--- src/rtl/usb_rx_data_buffer.sv ---
// usb_rx_data_buffer: receive-side byte FIFO between the USB receiver and the
// protocol/AHB consumer. Occupancy is a standalone up/down counter. full, empty
// and the sticky overflow/underflow flags are all registered.
// Optional feature macro: RX_BUF_ALMOST_FULL_EN adds a registered almost_full
// output that asserts when occupancy >= AF_THRESHOLD.
module usb_rx_data_buffer #(
  parameter int DEPTH        = 64,
  parameter int CNT_W        = $clog2(DEPTH) + 1,
  parameter int AF_THRESHOLD = DEPTH - 4
) (
  input  logic             clk,
  input  logic             n_rst,
  input  logic             flush,
  input  logic             w_enable,
  input  logic [7:0]       w_data,
  input  logic             r_enable,
  output logic [7:0]       r_data,
  output logic [CNT_W-1:0] buffer_occupancy,
  output logic             full,
  output logic             empty,
  output logic             overflow,
`ifdef RX_BUF_ALMOST_FULL_EN
  output logic             almost_full,
`endif
  output logic             underflow
);
  localparam int AW = $clog2(DEPTH);
  localparam logic [CNT_W-1:0] FULL_CNT = CNT_W'(DEPTH);
  localparam logic [CNT_W-1:0] ONE_CNT  = CNT_W'(1);

  logic [7:0]       r_mem [DEPTH];
  logic [AW-1:0]    r_wptr, r_rptr;
  logic [CNT_W-1:0] r_cnt;
  logic             r_full, r_empty, r_ovf, r_udf;
  logic [7:0]       r_rdata;
  logic             w_rd_ok, w_wr_ok;
  logic [CNT_W-1:0] w_cnt_nxt;

  // Acceptance is decided on the registered state. A full buffer can take a
  // write only when a read drains it in the same cycle. An empty buffer never
  // forwards the write to the read side. Flush suppresses both requests.
  assign w_rd_ok = r_enable & ~r_empty & ~flush;
  assign w_wr_ok = w_enable & (~r_full | w_rd_ok) & ~flush;

  // Next occupancy; simultaneous accepted read and write leave it unchanged
  always_comb begin
    w_cnt_nxt = r_cnt;
    case ({w_wr_ok, w_rd_ok})
      2'b10:   w_cnt_nxt = r_cnt + ONE_CNT;
      2'b01:   w_cnt_nxt = r_cnt - ONE_CNT;
      default: w_cnt_nxt = r_cnt;
    endcase
  end

  // Storage array; contents are not reset
  always_ff @(posedge clk) begin
    if (w_wr_ok) r_mem[r_wptr] <= w_data;
  end

  // Pointers, counter, status and read data
  always_ff @(posedge clk or negedge n_rst) begin
    if (!n_rst) begin
      r_wptr  <= '0;
      r_rptr  <= '0;
      r_cnt   <= '0;
      r_full  <= 1'b0;
      r_empty <= 1'b1;
      r_ovf   <= 1'b0;
      r_udf   <= 1'b0;
      r_rdata <= 8'h00;
    end else if (flush) begin
      r_wptr  <= '0;
      r_rptr  <= '0;
      r_cnt   <= '0;
      r_full  <= 1'b0;
      r_empty <= 1'b1;
      r_ovf   <= 1'b0;
      r_udf   <= 1'b0;
    end else begin
      if (w_wr_ok) r_wptr <= r_wptr + AW'(1);
      if (w_rd_ok) begin
        r_rptr  <= r_rptr + AW'(1);
        r_rdata <= r_mem[r_rptr];
      end
      if (w_enable && !w_wr_ok) r_ovf <= 1'b1;
      if (r_enable && !w_rd_ok) r_udf <= 1'b1;
      r_cnt   <= w_cnt_nxt;
      r_full  <= (w_cnt_nxt == FULL_CNT);
      r_empty <= (w_cnt_nxt == '0);
    end
  end

`ifdef RX_BUF_ALMOST_FULL_EN
  localparam logic [CNT_W-1:0] AF_CNT = CNT_W'(AF_THRESHOLD);
  logic r_af;

  // Early-NAK indication tracking the updated occupancy
  always_ff @(posedge clk or negedge n_rst) begin
    if (!n_rst)     r_af <= 1'b0;
    else if (flush) r_af <= 1'b0;
    else            r_af <= (w_cnt_nxt >= AF_CNT);
  end

  assign almost_full = r_af;
`endif

  assign r_data           = r_rdata;
  assign buffer_occupancy = r_cnt;
  assign full             = r_full;
  assign empty            = r_empty;
  assign overflow         = r_ovf;
  assign underflow        = r_udf;
endmodule

--- config.mk ---
export PLATFORM = sky130hd
export DESIGN_NAME = usb_rx_data_buffer
export DESIGN_NICKNAME = d
export VERILOG_FILES = /design/src/rtl/usb_rx_data_buffer.sv
export SDC_FILE = /design/constraint.sdc
export NUM_CORES = 1
export LEC_CHECK = 0
export BUFFER_PORTS_ARGS = -buffer_cell sky130_fd_sc_hd__buf_2
export CORE_AREA = 2 2 202 204
export CTS_CLUSTER_SIZE = 10
export DETAILED_ROUTE_END_ITERATION = 8
export DIE_AREA = 0 0 204 206
export GPL_ROUTABILITY_DRIVEN = 0
export MAX_ROUTING_LAYER = met4
export PLACE_DENSITY = 0.77
export REMOVE_ABC_BUFFERS = 1
export SYNTH_ARGS = -nofsm -noshare
export SYNTH_HDL_FRONTEND = slang
export SYNTH_SLANG_ARGS = --single-unit
--- constraint.sdc ---
create_clock -name clk -period 3.2 [get_ports clk]
set_clock_uncertainty 0.2 [all_clocks]
set_input_delay 0.64 -clock clk [delete_from_list [all_inputs] [get_ports clk]]
set_output_delay 0.64 -clock clk [all_outputs]
set_load 0.05 [all_outputs]
**Yosys cells after proc, flatten, opt, wreduce, memory -nomap -nowiden**

Memory sizes are Yosys's and may differ from the RTL's. A register that Yosys moved wholly into a read port is not among the register bits.
Index checks and enable logic that the tools add are counted.
W data, S select, Z words.

- Output and inout port bits: 19
- Bits of input ports: 13
- Word-level logic and storage cells: 48
- RAM bits: 512
- Register bits: 23
- Memories kept: 1

Memories:

| name | words | width | read ports | clocked after Yosys merged registers in | write ports | RTL line | text |
|---|---|---|---|---|---|---|---|
| r_mem | 64 | 8 | 1 | 1 | 1 | 31 | `logic [7:0] r_mem [DEPTH];` |

- Eq/ne operators: 3
- Bitwise operators: 8
- Reduce and logical (&&, ||, !) cells: 11
- Mux-type cells: 14
- $add $sub $neg: 4

Operators by type and width:

| operator | count |
|---|---|
| $mux W6 | 4 |
| $pmux W7 S2 | 1 |
| $add A6 B1 Y6 const B | 2 |
| $mux W1 | 8 |
| $reduce_bool A2 Y1 | 4 |
| $add A7 B1 Y7 const B | 1 |
| $eq A7 B7 Y1 const B | 1 |
| $logic_not A7 Y1 | 1 |
| $mux W7 | 1 |
| $sub A7 B1 Y7 const B | 1 |
| $and A1 B1 Y1 | 4 |
| $logic_not A1 Y1 | 3 |
| $not A1 Y1 | 3 |
| $eq A2 B1 Y1 const B | 1 |
| $eq A2 B2 Y1 const B | 1 |
| $logic_and A1 B1 Y1 | 2 |
| $reduce_and A2 Y1 | 1 |
| $or A1 B1 Y1 | 1 |

**Logic depth before layout (Yosys ltp)**

Gate-level depths: netlist (run 1).

- Depth in word-level cells: 10
- Gate-level depth with buffers: 15
- Depth with buffers taken out: 14

**Worst setup path before layout (run 1)**

Ideal clock, no wire load.

- Kind: input-to-reg
- From: input port flush
- To: register r_empty, in the netlist empty
- Stages: 15
- Data required time: 2.895 ns
- Setup time: 0.105 ns
- Path buffers: 1
- Setup slack: -0.574 ns
- Data arrival time: 3.468 ns
- Cells stage by stage: or3b_1 > inv_2 > o21ai_2 > nor2_1 > inv_1 > ha_1 > buf_2 > xor2_1 > ha_1 > nor3b_1 > nor4_1 > a22oi_1 > mux2i_1 > inv_1 > o41ai_1

- Longest elaborated chain between the ends: 9
- Elaborated cells on any way between the ends: 10
- Those cells by class: eq/ne: 2; mux: 2; bitwise: 5; reduce/logical: 1

Ends and longest elaborated chain:

| element | RTL line | text |
|---|---|---|
| from (decl) | 13 | `input logic flush,` |
| $not A1 Y1 (no source line) | -- |  |
| $and A1 B1 Y1 | 42 | `assign w_rd_ok = r_enable & ~r_empty & ~flush;` |
| $or A1 B1 Y1 | 43 | `assign w_wr_ok = w_enable & (~r_full \| w_rd_ok) & ~flush;` |
| $and A1 B1 Y1 (2 in series) | 43 |  |
| $eq A2 B1 Y1 or $eq A2 B2 Y1 (tied branches) | 48 | `case ({w_wr_ok, w_rd_ok})` |
| $pmux W7 S2 | 48 |  |
| $logic_not A7 Y1 | 89 | `r_empty <= (w_cnt_nxt == '0);` |
| $mux W1 * | 71 | `end else if (flush) begin` |
| to (signal assigned) | 89 |  |
| to (decl) | 34 | `logic r_full, r_empty, r_ovf, r_udf;` |

Every way passes the cells marked *; elsewhere a longest branch is shown, timed or not.
A chain may end at the register's enable or synchronous reset.

**Worst setup path in the final report (run 1)**

- From: register r_empty, in the netlist empty
- To: register r_full, in the netlist full

- Longest elaborated chain between the ends: 10
- Elaborated cells on any way between the ends: 11
- Those cells by class: eq/ne: 3; mux: 2; bitwise: 6

Ends and longest elaborated chain:

| element | RTL line | text |
|---|---|---|
| $not A1 Y1 * | 42 |  |
| $and A1 B1 Y1 * (2 in series) | 42 |  |
| $or A1 B1 Y1 | 43 |  |
| $and A1 B1 Y1 (2 in series) | 43 |  |
| $eq A2 B1 Y1 or $eq A2 B2 Y1 (tied branches) | 48 |  |
| $pmux W7 S2 * | 48 |  |
| $eq A7 B7 Y1 * | 88 | `r_full <= (w_cnt_nxt == FULL_CNT);` |
| $mux W1 * | 71 |  |
| to (signal assigned) | 88 |  |
| to (decl) | 34 |  |

Marked as above.

==> impl_metrics.tcl, run 1 <==
set metrics [dict create \
    nets 1336 \
    power_leakage_uw 0.00795 \
    ys_seq_elements 543 \
    drt-total-wl_mm 49.3 \
    ant_nets 0 \
    grt_setup_unrepaired "true" \
    io_pins 32 \
    fmax_ghz 0.316 \
    r2r-start "empty" \
    p_clk_share_pct 40.2 \
    hp-class "in2reg" \
    slew_headroom_pct 38.3 \
    seq_area_sq_mm 0.0162 \
    grt_pass1_vias 11900 \
    die_w_um 204 \
    syn-cell-area_sq_mm 0.0216 \
    cts_root_buf "clkbuf_16" \
    grt_pass1_wl_mm 73.9 \
    drive_above_1_share_pct 24.9 \
    drtPass1Iterations 7 \
    dr_total_vias 11600 \
    setup_viol 0 \
    synthDistinctLibCells 60 \
    cpMostUsedCell "inv_2" \
    die_y_um 206 \
    cts_inserted_buffers 60 \
    worst_path_largest_cell_delay_ps 450 \
    grt_max_degree 65 \
    required_ps 3480 \
    synthCells 1171 \
    start_kind "register" \
    async_flop_share_pct 5.71 \
    cts_tree "yes" \
    cp-end-kind "register" \
    die_area_sq_mm 0.0420 \
    ir_drop_mv 0.454 \
    drt_iter0_drc 1410 \
    rows 74 \
    cp_top_family "compound AO/OA/AOI/OAI gates" \
    final_core_util_pct 62.1 \
    ys.flop_type "edfxtp_1" \
    worst-setup-path-type "reg2reg" \
    core_area_sq_mm 0.0402 \
    worstSetupPathDepth 14 \
    worstMarginPinSlew_ps 925 \
    worstSetupEndpoint "full" \
    outcome "complete, no violations" \
    htreeDepth 2 \
    multi_input_area_sq_mm 0.00514 \
    p_sw_share_pct 22.0 \
    maxCapViolCount 0 \
    post-route-period-util_pct 98.9 \
    slew_violations 0 \
    track_usage_pct 24.6 \
    critPathLaunch "empty" \
    post_drt_wl_per_cell_um 26.0 \
    cp.arrival_ps 3440 \
    crit_buf_inv 4 \
    antenna_found_initial 2 \
    final_cell_mix "512 x edfxtp_1, 119 x buf_4, 94 x nor2_1" \
    area_delta_synth_final_pct 15.4 \
    fin_crit_ps 3170 \
    yosysWarnings 0 \
    numPortBuffers 31 \
    hold_viol 0 \
    power_density_mw_per_mm2 604 \
    p_switching_uw 3320 \
    power_frac_seq_pct 52.8 \
    rr_endpoint "full" \
    synth.avg_cell_area_sq_um 18.4 \
    worstPathCellList "or3b_4 > inv_2 > o21ai_2 > nor2_2 > inv_2 > ha_4 > xor2_2 > ha_2 > buf_6 > a31oi_4 > o211ai_1 > buf_4 > a2111o_1 > nor4_1" \
    synth-seq-area-share_pct 74.8 \
    rr_worst_depth 14 \
    r2r_slack_ps 30 \
    initial_utilization_pct 53.8 \
    crit_path_max_fanout 3 \
    avgViaCountPerCell 6.16 \
    fillers 2729 \
    dp_hpwl_mm 30.3 \
    clk_latency_ps 590 \
    intPower_uw 11700 \
    crit_slowest_cell "a2111o_1" \
    overflow 0 \
    finalPower_uw 15000 \
    synth_edf_count 512 \
    combinationalPowerShare_pct 7.1 \
    layout_commonest_cell "edfxtp_1" \
    drc 0 \
    clk_pin_slew_worst_paths_ps 60 \
    cts.path.max_buffers 3 \
    numClockSinks 543 \
]
==> worst register-to-register path, delay by kind of cell (launching register included) <==
family | cells | cell delay [ps]
compound gates | 4 | 770
xor+xnor | 1 | 170
fa+ha+maj | 2 | 380
buf+inv | 4 | 430
flops | 1 | 370
simple gates | 3 | 740
==> worst min path at each step <==
| stage | start | endpoint | slack, ps | depth (start not counted) |
|---|---|---|---|---|
| after CTS | w_enable | overflow | 160 | 3 |
| final | w_enable | overflow | 190 | 3 |
| after detailed placement | r_data[4] | r_data[4] | 270 | 2 |
| after global placement | r_data[0] | r_data[0] | 270 | 2 |
| after floorplan | n_rst | buffer_occupancy[0] | 140 | 0 |
| after global routing | w_enable | overflow | 200 | 3 |
==> routing by layer <==
layer  global-route usage [%]  vias up  routed length, um
met4                     7.17        0               1290
met3                     4.98       94               4300
met1                     32.3     5983              19400
li1                         -     5006                  -
met5                        -        -                  0
met2                     39.5      566              24300
==> sequential cells by signal, summed over array words and instances (netlist names) <==
register	cells
overflow	1
r_mem	512
buffer_occupancy	7
r_data	8
r_wptr	6
underflow	1
empty	1
full	1
r_rptr	6
==> power by group through the flow <==
stage	registers, uW	clock network [uW]	logic, uW
after detailed placement	8080	0	1040
after floorplan	8330	0	383
after global placement	8080	0	1020
final	7940	6040	1070
after global routing	7950	6390	1130
after CTS	7940	6100	1060
==> synthesized netlist by cell type (8+ instances only) <==
| library cell | count | area (sq um) |
|---|---|---|
| a22oi_1 | 26 | 195 |
| nand3_1 | 14 | 70.1 |
| a21oi_1 | 31 | 155 |
| o21ai_0 | 13 | 65.1 |
| o221ai_1 | 8 | 70.1 |
| edfxtp_1 | 512 | 15400 |
| buf_2 | 27 | 135 |
| a221oi_1 | 8 | 70.1 |
| mux4_2 | 88 | 1980 |
| xor2_1 | 9 | 78.8 |
| nand2_1 | 37 | 139 |
| or3_1 | 9 | 56.3 |
| nor2_1 | 95 | 357 |
| nand4_1 | 13 | 81.3 |
| clkbuf_1 | 32 | 120 |
| o22ai_1 | 8 | 50.1 |
| mux2i_1 | 90 | 901 |
| buf_1 | 8 | 30.0 |
| dfrtp_1 | 30 | 751 |
==> kinds of logic after synthesis <==
group / Yosys count / synth area share, %
AOI/OAI and AO/OA: 123 / 3.99
xor gates and xnor gates: 15 / 0.608
adders and majority gates: 5 / 0.290
buffers and inverters: 83 / 1.81
DFF: 543 / 74.8
muxes: 178 / 13.3
and+or+nand+nor: 224 / 5.20
==> metrics by stage <==
step | worst slack, ps | hold slack, ps | instance area [sq um] | TNS, ps | cells
6_report | 34.2 | 188 | 24900 | 0 | 1891
5_1_grt | -86.3 | 199 | 24900 | -123 | 1891
4_1_cts | 1.50 | 160 | 24900 | 0 | 1888
3_5_place_dp | -614 | 271 | 23100 | -1580 | 1779
3_3_place_gp | -448 | 267 | 23100 | -1070 | 1779
2_1_floorplan | -2850 | 144 | 21200 | -36820 | 1095
==> final cells by class <==
class,instances,area share [%]
Tap cell,532,2.67
Inverter,7,0.105
Antenna cell,2,0.0201
Sequential cell,543,64.8
Timing Repair Buffer,161,5.01
Multi-Input combinational cell,545,20.6
Clock inverter,3,0.105
Clock buffer,98,6.68
==> repair_timing <==
action,CTS,global route
hold buffers,1,0
gates cloned,0,0
buffers inserted,7,1
pin swaps,6,7
endpoints found under the setup margin,2,3
resized for setup,7,11
hold endpoints to repair,30,0
(Power assumes the default switching activity.)
==> run 2: changes to the inputs <==
Settings changed: PLACE_DENSITY 0.77 to 0.74.
Clock period 3.2 ns to 3 ns, I/O delays scaled along.
==> run 2 against run 1 <==
  * The run now ends with setup timing left
  * Design area rose by 0.79%
  * Register-to-register slack got worse by 380 ps
  * Utilization rose by 0.49 points
  * Critical path depth did not move
  * Flip-flop and latch count did not move
  * Global-route usage fell by 0.48 points
  * Die area did not move
  * Hold slack got worse by 15 ps
  * Clock-buffer cell count rose by 2
  * Final cell count rose by 0.79%
  * Combinational power rose by 7%
==> impl_metrics.tcl, run 2 (synthesized netlist as in run 1, its figures left out) <==
set metrics [dict create \
    outcome "complete, but fails checks" \
    violations "setup timing" \
    intPower_uw 12500 \
    hp-class "in2reg" \
    setup_slack_ps -345 \
    slew_headroom_pct 35.0 \
    ant_nets 0 \
    p_switching_uw 3520 \
    hold_viol 0 \
    post-route-period-util_pct 111 \
    dr_total_vias 11700 \
    worst-setup-path-type "reg2reg" \
    rr_endpoint "empty" \
    numPortBuffers 31 \
    rows 74 \
    p_clk_share_pct 39.9 \
    initial_utilization_pct 53.8 \
    overflow 0 \
    die_y_um 206 \
    combinationalPowerShare_pct 7.2 \
    diodes 0 \
    cp.arrival_ps 3640 \
    post_drt_wl_per_cell_um 25.2 \
    drtPass1Iterations 6 \
    drc 0 \
    layout_commonest_cell "edfxtp_1" \
    cts.path.max_buffers 3 \
    r2r_slack_ps -340 \
    drt-total-wl_mm 48.1 \
    hold-path-endpoint "underflow" \
    worstMarginPinSlew_ps 975 \
    dp_hpwl_mm 30.5 \
    final_cells 1906 \
    start_kind "register" \
    nets 1351 \
    track_usage_pct 24.1 \
    clk_pin_slew_worst_paths_ps 50 \
    clk_latency_ps 590 \
    core_area_sq_mm 0.0402 \
    power_density_mw_per_mm2 637 \
    area_delta_synth_final_pct 16.3 \
    fin_crit_ps 3340 \
    power_frac_seq_pct 52.9 \
    regMostFlops "r_mem" \
    critPathLaunch "empty" \
    rr_worst_depth 14 \
    drt_iter0_drc 1224 \
    setup_viol 3 \
    grt_pass1_vias 11700 \
    die_w_um 204 \
    cp-end-kind "register" \
    io_pins 32 \
    avgViaCountPerCell 6.13 \
    hp-start "r_enable" \
    numClockSinks 543 \
    htreeDepth 2 \
    final_cell_mix "512 x edfxtp_1, 123 x buf_4, 92 x nor2_1" \
    largest_reg_flops 512 \
    fmax_ghz 0.299 \
    cts_root_buf "clkbuf_16" \
    p_sw_share_pct 22.0 \
    crit_path_max_fanout 9 \
    required_ps 3290 \
    power_leakage_uw 0.00805 \
    fin_tns_setup_ps -686 \
    die_area_sq_mm 0.0420 \
    drive_above_1_share_pct 25.9 \
    r2r-start "empty" \
    grt_max_degree 51 \
    whs_path_depth 4 \
    cts_tree "yes" \
    slew_violations 0 \
    ir_drop_mv 0.384 \
    cts_inserted_buffers 60 \
    place_inst 1790 \
    antenna_found_initial 0 \
    grt_pass1_wl_mm 72.3 \
    grt_setup_unrepaired "true" \
    maxCapViolCount 0 \
]
[run 2: metrics by stage]
| step | instance area [sq um] | setup slack (ps) | util, % | total power (uW) | hold WS (ps) |
|---|---|---|---|---|---|
| after floorplan | 21200 | -3050 | - | 9290 | 104 |
| after global placement | 23200 | -600 | 57.7 | 9710 | 278 |
| after detailed placement | 23200 | -636 | 57.7 | 9730 | 286 |
| after CTS | 25000 | -211 | 62.3 | 16100 | 157 |
| after global routing | 25100 | -423 | 62.5 | 16500 | 194 |
| final | 25100 | -345 | 62.5 | 16000 | 173 |
[run 2: power by group through the flow]
stage,combinational (uW),sequential [uW],clock (uW)
floorplan,408,8880,0
global placement,1090,8620,0
detailed placement,1110,8620,0
CTS,1140,8470,6480
global route,1220,8470,6770
finish,1150,8470,6380
[run 2: routing by layer]
layer	share of wire, %	vias up	wire, um	global-route usage, %
li1	-	5040	-	-
met1	40	6003	19400	32.8
met2	49	552	23400	38.0
met3	8.4	85	4040	4.27
met4	2.6	0	1240	7.12
met5	0	-	0	-
[run 2: worst max path at each step]
stage                           end  slack (ps)
after floorplan           r_data[6]       -3050
after global placement        empty        -600
after detailed placement      empty        -640
after CTS                      full        -210
after global routing          empty        -420
final                         empty        -340
[run 2: worst max-delay path: stages, from the launching register on]
cell and delay (ps):
dfstp_2 360, or3b_4 380, inv_2 80, o21ai_2 70, nor2_2 150, inv_2 80, buf_4 140, buf_4 120
ha_1 300, buf_4 180, nor2b_1 150, mux2i_1 110, xnor2_1 170, a2111o_1 480, o41ai_2 290
[run 2: cell type report]
cell class / count / area (sq um)
sequential: 543 / 16200
fill: 2733 / 15100
multi-input combinational: 545 / 5180
clock buffer: 100 / 1650
timing repair buffer: 176 / 1420
tap: 532 / 666
clock inverter: 3 / 30.0
inverter: 7 / 26.3
[run 2: repair_timing]
action / 4_1_cts / 5_1_grt
endpoints found under the hold margin: 30 / 0
resized for setup: 18 / 17
hold buffers: 1 / 0
pin swaps: 8 / 7
buffers inserted: 10 / 3
endpoints found under the setup margin: 2 / 156
